[src/rtl/cpu_pkg.sv]
// Shared CPU front-end definitions: word width, default fetch start address,
// instruction buffer depth and the fetch request state encoding.
package cpu_pkg;
    localparam int          WORD_W           = 32;
    localparam logic [31:0] RESET_PC         = 32'h0000_3000;
    localparam int          INSTR_FIFO_DEPTH = 4;

    typedef enum logic {
        IDLE,
        REQ
    } fetch_state_t;
endpackage

[src/rtl/sync_fifo.sv]
// Single-clock FIFO with wrap-bit pointers, same-cycle push/pop at full and
// empty, and a synchronous flush that overrides push and pop.
module sync_fifo #(
    parameter int WIDTH = 32,
    parameter int DEPTH = 4
) (
    input  logic                   clk,
    input  logic                   rst,
    input  logic                   flush,
    input  logic                   push,
    input  logic [WIDTH-1:0]       push_data,
    input  logic                   pop,
    output logic [WIDTH-1:0]       pop_data,
    output logic                   full,
    output logic                   empty,
    output logic [$clog2(DEPTH):0] count
);
    localparam int AW = $clog2(DEPTH);

    logic [AW:0]                   wr_ptr_reg;
    logic [AW:0]                   rd_ptr_reg;
    logic                          do_push;
    logic                          do_pop;
    logic [DEPTH-1:0][WIDTH-1:0]   entry_data;

    assign count   = wr_ptr_reg - rd_ptr_reg;
    assign empty   = (wr_ptr_reg == rd_ptr_reg);
    assign full    = (wr_ptr_reg[AW-1:0] == rd_ptr_reg[AW-1:0]) &&
                     (wr_ptr_reg[AW] != rd_ptr_reg[AW]);
    assign do_pop  = pop && !empty && !flush;
    // A pop in the same cycle frees the slot the push lands in.
    assign do_push = push && (!full || do_pop) && !flush;

    always_ff @(posedge clk or posedge rst) begin
        if (rst) begin
            wr_ptr_reg <= '0;
            rd_ptr_reg <= '0;
        end else if (flush) begin
            wr_ptr_reg <= '0;
            rd_ptr_reg <= '0;
        end else begin
            if (do_push) wr_ptr_reg <= wr_ptr_reg + 1'b1;
            if (do_pop)  rd_ptr_reg <= rd_ptr_reg + 1'b1;
        end
    end

    for (genvar gi = 0; gi < DEPTH; gi++) begin : g_entry
        logic [WIDTH-1:0] data_reg;
        always_ff @(posedge clk) begin
            if (do_push && (wr_ptr_reg[AW-1:0] == AW'(gi))) data_reg <= push_data;
        end
        assign entry_data[gi] = data_reg;
    end

    assign pop_data = empty ? '0 : entry_data[rd_ptr_reg[AW-1:0]];

    a_depth_pow2: assert property (@(posedge clk) (DEPTH >= 2) && ((DEPTH & (DEPTH - 1)) == 0));
    a_no_overflow: assert property (@(posedge clk) disable iff (rst)
        !(push && !flush && full && !(pop && !empty)));
endmodule

[src/rtl/instr_fetch_unit.sv]
// Fetch unit: turns accepted PCs into word reads, tracks in-flight reads,
// buffers returned words with their addresses, and drops stale data on flush.
module instr_fetch_unit
    import cpu_pkg::*;
#(
    parameter int          DEPTH    = INSTR_FIFO_DEPTH,
    parameter int          MAX_OUT  = 2,
    parameter logic [31:0] RESET_PC = cpu_pkg::RESET_PC
) (
    input  logic              clk,
    input  logic              rst,
    input  logic [WORD_W-1:0] pc,
    input  logic              pc_valid,
    output logic              pc_ready,
    input  logic              flush,
    output logic              mem_req,
    output logic [WORD_W-1:0] mem_addr,
    input  logic              mem_gnt,
    input  logic              mem_rvalid,
    input  logic [WORD_W-1:0] mem_rdata,
    output logic              instr_valid,
    output logic [WORD_W-1:0] instr,
    output logic [WORD_W-1:0] instr_pc,
    input  logic              instr_ready,
    output logic              misalign_err
);
    localparam int OW = $clog2(MAX_OUT + 1);
    localparam int CW = $clog2(DEPTH) + 1;

    fetch_state_t       state_reg, state_next;
    logic [WORD_W-1:0]  mem_addr_reg, mem_addr_next;
    logic [OW-1:0]      outstanding_reg, outstanding_next;
    logic [OW-1:0]      drop_reg, drop_next;
    logic               misalign_reg, misalign_next;

    logic               held, gnt, resp, keep, accept;
    logic [31:0]        out_after, in_use;
    logic [CW-1:0]      fifo_count, addr_count;
    logic               instr_empty, instr_full, addr_empty, addr_full;
    logic [WORD_W-1:0]  head_addr;

    assign held = (state_reg == REQ);
    assign gnt  = held && mem_gnt;
    assign resp = mem_rvalid && (outstanding_reg != '0);
    assign keep = resp && (drop_reg == '0) && !flush;

    // A request granted this cycle still owes a FIFO slot, so it is counted
    // through out_after; a held ungranted one is counted separately.
    assign out_after = 32'(outstanding_reg) + 32'(gnt);
    assign in_use    = out_after + 32'(fifo_count) + 32'(held && !gnt);
    assign pc_ready  = !flush && (!held || gnt) &&
                       (in_use < 32'(DEPTH)) && (out_after < 32'(MAX_OUT));
    assign accept    = pc_valid && pc_ready;

    always_comb begin
        state_next       = state_reg;
        mem_addr_next    = mem_addr_reg;
        misalign_next    = misalign_reg || (accept && (pc[1:0] != 2'b00));
        outstanding_next = outstanding_reg + OW'(gnt) - OW'(resp);
        drop_next        = drop_reg;

        if (flush) begin
            drop_next = outstanding_next;
        end else if (resp && (drop_reg != '0)) begin
            drop_next = drop_reg - OW'(1);
        end

        case (state_reg)
            IDLE: begin
                if (accept) begin
                    state_next    = REQ;
                    mem_addr_next = {pc[WORD_W-1:2], 2'b00};
                end
            end
            REQ: begin
                if (flush) begin
                    state_next = IDLE;
                end else if (gnt) begin
                    if (accept) mem_addr_next = {pc[WORD_W-1:2], 2'b00};
                    else        state_next    = IDLE;
                end
            end
            default: state_next = IDLE;
        endcase
    end

    always_ff @(posedge clk or posedge rst) begin
        if (rst) begin
            state_reg       <= IDLE;
            mem_addr_reg    <= '0;
            outstanding_reg <= '0;
            drop_reg        <= '0;
            misalign_reg    <= 1'b0;
        end else begin
            state_reg       <= state_next;
            mem_addr_reg    <= mem_addr_next;
            outstanding_reg <= outstanding_next;
            drop_reg        <= drop_next;
            misalign_reg    <= misalign_next;
        end
    end

    assign mem_req      = held;
    assign mem_addr     = mem_addr_reg;
    assign misalign_err = misalign_reg;
    assign instr_valid  = !instr_empty;

    // Holds only the addresses of live reads; reads granted during a flush or
    // still in flight across one are never recorded here.
    sync_fifo #(.WIDTH(WORD_W), .DEPTH(DEPTH)) u_addr_q (
        .clk       (clk),
        .rst       (rst),
        .flush     (flush),
        .push      (gnt && !flush),
        .push_data (mem_addr_reg),
        .pop       (keep),
        .pop_data  (head_addr),
        .full      (addr_full),
        .empty     (addr_empty),
        .count     (addr_count)
    );

    sync_fifo #(.WIDTH(2 * WORD_W), .DEPTH(DEPTH)) u_instr_q (
        .clk       (clk),
        .rst       (rst),
        .flush     (flush),
        .push      (keep),
        .push_data ({head_addr, mem_rdata}),
        .pop       (instr_ready),
        .pop_data  ({instr_pc, instr}),
        .full      (instr_full),
        .empty     (instr_empty),
        .count     (fifo_count)
    );

    a_reset_pc_aligned: assert property (@(posedge clk) RESET_PC[1:0] == 2'b00);
    a_rvalid_protocol: assert property (@(posedge clk) disable iff (rst)
        mem_rvalid |-> (outstanding_reg != '0));
    a_addr_tracking: assert property (@(posedge clk) disable iff (rst)
        32'(addr_count) == 32'(outstanding_reg - drop_reg));
    a_addr_available: assert property (@(posedge clk) disable iff (rst)
        !(keep && addr_empty) && !(gnt && !flush && addr_full));
    a_instr_no_overflow: assert property (@(posedge clk) disable iff (rst)
        !(keep && instr_full && !instr_ready));
endmodule

[config.mk]
export PLATFORM = sky130hd
export DESIGN_NAME = instr_fetch_unit
export DESIGN_NICKNAME = d
export VERILOG_FILES = /design/src/rtl/cpu_pkg.sv /design/src/rtl/sync_fifo.sv /design/src/rtl/instr_fetch_unit.sv
export SDC_FILE = /design/constraint.sdc
export NUM_CORES = 1
export LEC_CHECK = 0
export ABC_CLOCK_PERIOD_IN_PS = 5200
export CAP_MARGIN = 10
export CORE_MARGIN = 2
export CORE_UTILIZATION = 55
export DETAILED_ROUTE_END_ITERATION = 6
export GPL_TIMING_DRIVEN = 0
export PLACE_DENSITY = 0.87
export SYNTH_ARGS = -nofsm -noshare
export SYNTH_HDL_FRONTEND = slang
export SYNTH_SLANG_ARGS = --single-unit
[constraint.sdc]
create_clock -name clk -period 5.2 [get_ports clk]
set_clock_uncertainty 0.2 [all_clocks]
set_input_delay 1.04 -clock clk [delete_from_list [all_inputs] [get_ports clk]]
set_output_delay 1.04 -clock clk [all_outputs]
set_load 0.005 [all_outputs]
==> qor.txt <==
Leak: 6.917 nW
CTS sink count: 416
antenna violations before repair: 0
WS Path Type: flop to output port
CP top delay family: buffers and inverters
synthesized area per cell: 20.97 sq um
FMAX: 0.2076 GHz
Routed WL: 31240 um
port bufs: 166
asr flop ratio synth: 11.54%
fin util: 68.17%
GRT overflow: 0
final instance area: 20150 sq um
n_diodes: 0
Yosys reg bits: 416
Die ar.: 31340 sq um
R2R Setup Slk: 1.44 ns
number of routed nets with antenna violations: 0
Die Height: 177.0 um
final hold violations: 0
Final Wtd Congestion: 0.7585
vias in the first global route: 8408
status: finished clean
worst min path class: flop to flop
Slew headroom: 34.54%
TritonCTS buffer count: 41
Overall Global Routing Usage: 20.74%
final slew viol count: 0
Crit path buffers/inverters: 5
clk buf depth: 3
Starting Density: 55.70%
Rows: 63
vias per cell: 5.565
first-pass GRT wire length: 48730 um
Post-synth EDFFs: 368
ratio of cells with drive above 1 in the final layout: 22.38%
Yosys top cell area share: 67.12%
dominant register cell in the synthesized netlist: edfxtp_1
multi-input logic area: 3971 sq um
Critical Path Start Type: flop
cell with the most instances after synthesis: edfxtp_1
CP arrival: 3.58 ns
sequential area share after synthesis: 74.41%
Critical Path Max Stage Delay: 0.50 ns
DR iter-0 viols: 601
final setup vio count: 0
TritonRoute pass-1 iters: 4
CP Cell Sequence: clkbuf_2, buf_2, inv_1, ha_1, nand2_1, nor2_4, clkbuf_1, and2b_1, clkdlybuf4s50_1
r2r worst-path depth: 7
CTS tree: done
Cell variety after synth: 44
R2R Path Start: u_instr_q.rd_ptr_reg[1]
final period utilization: 92.64%
I/O pins: 171
Hold EP: misalign_err
synthesized area: 16460 sq um
Worst-Margin Slew: 0.9819 ns
Clk Latency, worst-skew pair: 0.55 ns
per-cell routed wire length: 21.97 um
WP data required: 3.96 ns
CP Max Fanout: 10
hold_sp: misalign_err
DP Wirelength: 18960 um
Reg area: 12250 sq um
Mapped Cells: 785
Area growth syn-to-layout: 22.39%
dominant cells by area after synthesis: edfxtp_1 (67%), mux4_2 (13%), dfrtp_1 (7.3%)
pin count of the biggest net entering global routing: 64
nets@finish: 1092
synth cell count leaders: edfxtp_1 (368), mux4_2 (92), nor2b_1 (68)
largest area contributor in the netlist: edfxtp_1
RSZ-0062 raised after global routing: false
Max rail drop VDD: 0.0003924 V
Fillers: 1835
maxcap violations: 0
crit path max-delay cell type: clkdlybuf4s50_1
Worst setup EP type: output port
DRC: 0
core box area: 29560 sq um
Root Driver: clkbuf_16
Largest register FFs: 248
Period minus WS final: 4.817 ns
Die W: 177.0 um
vias post-DR: 7913
dpl cell area: 18720 sq um
clk slew on worst S/H paths: 0.06 ns
# H-tree levels: 2
PwrDens: 483.3 nW/um^2
hold depth: 1
Yosys warnings: 0
R2R Path End: u_instr_q.g_entry[3].data_reg[23]
==> layout make-up <==
| class | instances | area share [%] |
|---|---|---|
| well taps | 390 | 2.422 |
| clock inverters | 25 | 1.732 |
| repair buffers | 170 | 8.643 |
| multi-input cells | 316 | 19.71 |
| inverters | 17 | 0.3167 |
| clock buffers | 49 | 5.346 |
| plain buffers | 39 | 1.031 |
| flip-flops and latches | 416 | 60.80 |
==> metrics by stage <==
step	setup TNS, ns	total power, W	hold slack, ns	setup slack, ns	instances
floorplan	0	0.005547	0.2678	1.148	788
global placement	-76.86	0.006645	0.2622	-0.4264	1344
detailed placement	0	0.006724	0.2645	0.3818	1348
CTS	0	0.009856	0.2823	0.02147	1422
global route	0	0.01017	0.2917	0.04470	1422
finish	0	0.009740	0.2821	0.3825	1422
==> worst register-to-register path, stage by stage (launching register included) <==
cell	delay [ns]
dfrtp_1	0.36
clkbuf_2	0.29
buf_2	0.32
inv_1	0.13
ha_1	0.33
and3b_1	0.21
a2111oi_4	0.60
and2_4	0.91
==> layer usage <==
| layer | GRT usage, % | vias up | wire, um |
|---|---|---|---|
| met5 | 0 | - | 0 |
| met4 | 6.129 | 0 | 814 |
| met3 | 3.071 | 60 | 1480 |
| met2 | 35.60 | 271 | 16150 |
| met1 | 27.85 | 4056 | 12800 |
| li1 | - | 3526 | - |
==> cell usage in the layout, fill, tap and decap left out, types with 5 or more instances in the layout <==
| cell type | synthesis | layout |
|---|---|---|
| clkbuf_1 | 14 | 20 |
| mux2i_1 | 5 | 5 |
| nor2b_1 | 68 | 68 |
| buf_2 | 18 | 18 |
| xor2_1 | 7 | 7 |
| mux2_2 | 6 | 6 |
| mux4_2 | 92 | 92 |
| mux2_4 | 28 | 28 |
| inv_1 | 17 | 16 |
| dfrtp_1 | 48 | 48 |
| edfxtp_1 | 368 | 368 |
| nand2_1 | 10 | 10 |
| clkbuf_16 | 0 | 42 |
| nor2_1 | 11 | 11 |
| bufinv_16 | 0 | 8 |
| and2b_1 | 26 | 26 |
| clkinv_1 | 0 | 8 |
| ha_1 | 19 | 19 |
| clkdlybuf4s50_1 | 0 | 166 |
==> where the power goes <==
group          leakage [nW]  switching, W  internal [W]
sequential             3.94      0.000254       0.00405
clock                 0.684       0.00120       0.00189
combinational          2.29      0.000957       0.00139
total                  6.92       0.00241       0.00733
==> repair_timing <==
item | CTS | global route
resized for setup | 1 | 2
hold buffers | 0 | 0
buffers inserted | 0 | 0
setup endpoints to repair | 42 | 49
==> logic make-up (layout without fill, tap and decap cells) <==
family / Yosys count / in the layout / share of synthesized area, %
XOR/XNOR: 11 / 11 / 0.5851
AND/OR/NAND/NOR: 133 / 133 / 5.023
AO/OA/AOI/OAI: 17 / 17 / 0.8969
other: 1 / 4 / 0.02278
multiplexers: 131 / 131 / 15.85
adder cells (fa/ha/maj): 20 / 20 / 1.565
buffers and inverters: 56 / 300 / 1.641
flip-flops: 416 / 416 / 74.41
==> how the worst max path moves through the flow <==
stage                                             end  slack (ns)  depth (start not counted)                    start
floorplan            u_instr_q.g_entry[2].data_reg[0]        1.15                          7  u_instr_q.rd_ptr_reg[1]
global placement    u_instr_q.g_entry[1].data_reg[29]       -0.43                          7  u_instr_q.rd_ptr_reg[1]
detailed placement                       instr_pc[17]        0.38                          9  u_instr_q.rd_ptr_reg[1]
CTS                                         instr[26]        0.02                          9  u_instr_q.rd_ptr_reg[1]
global route                                instr[26]        0.04                          9  u_instr_q.rd_ptr_reg[1]
finish                                   instr_pc[17]        0.38                          9  u_instr_q.rd_ptr_reg[1]
Note: power is estimated with default switching activity, not from simulation.
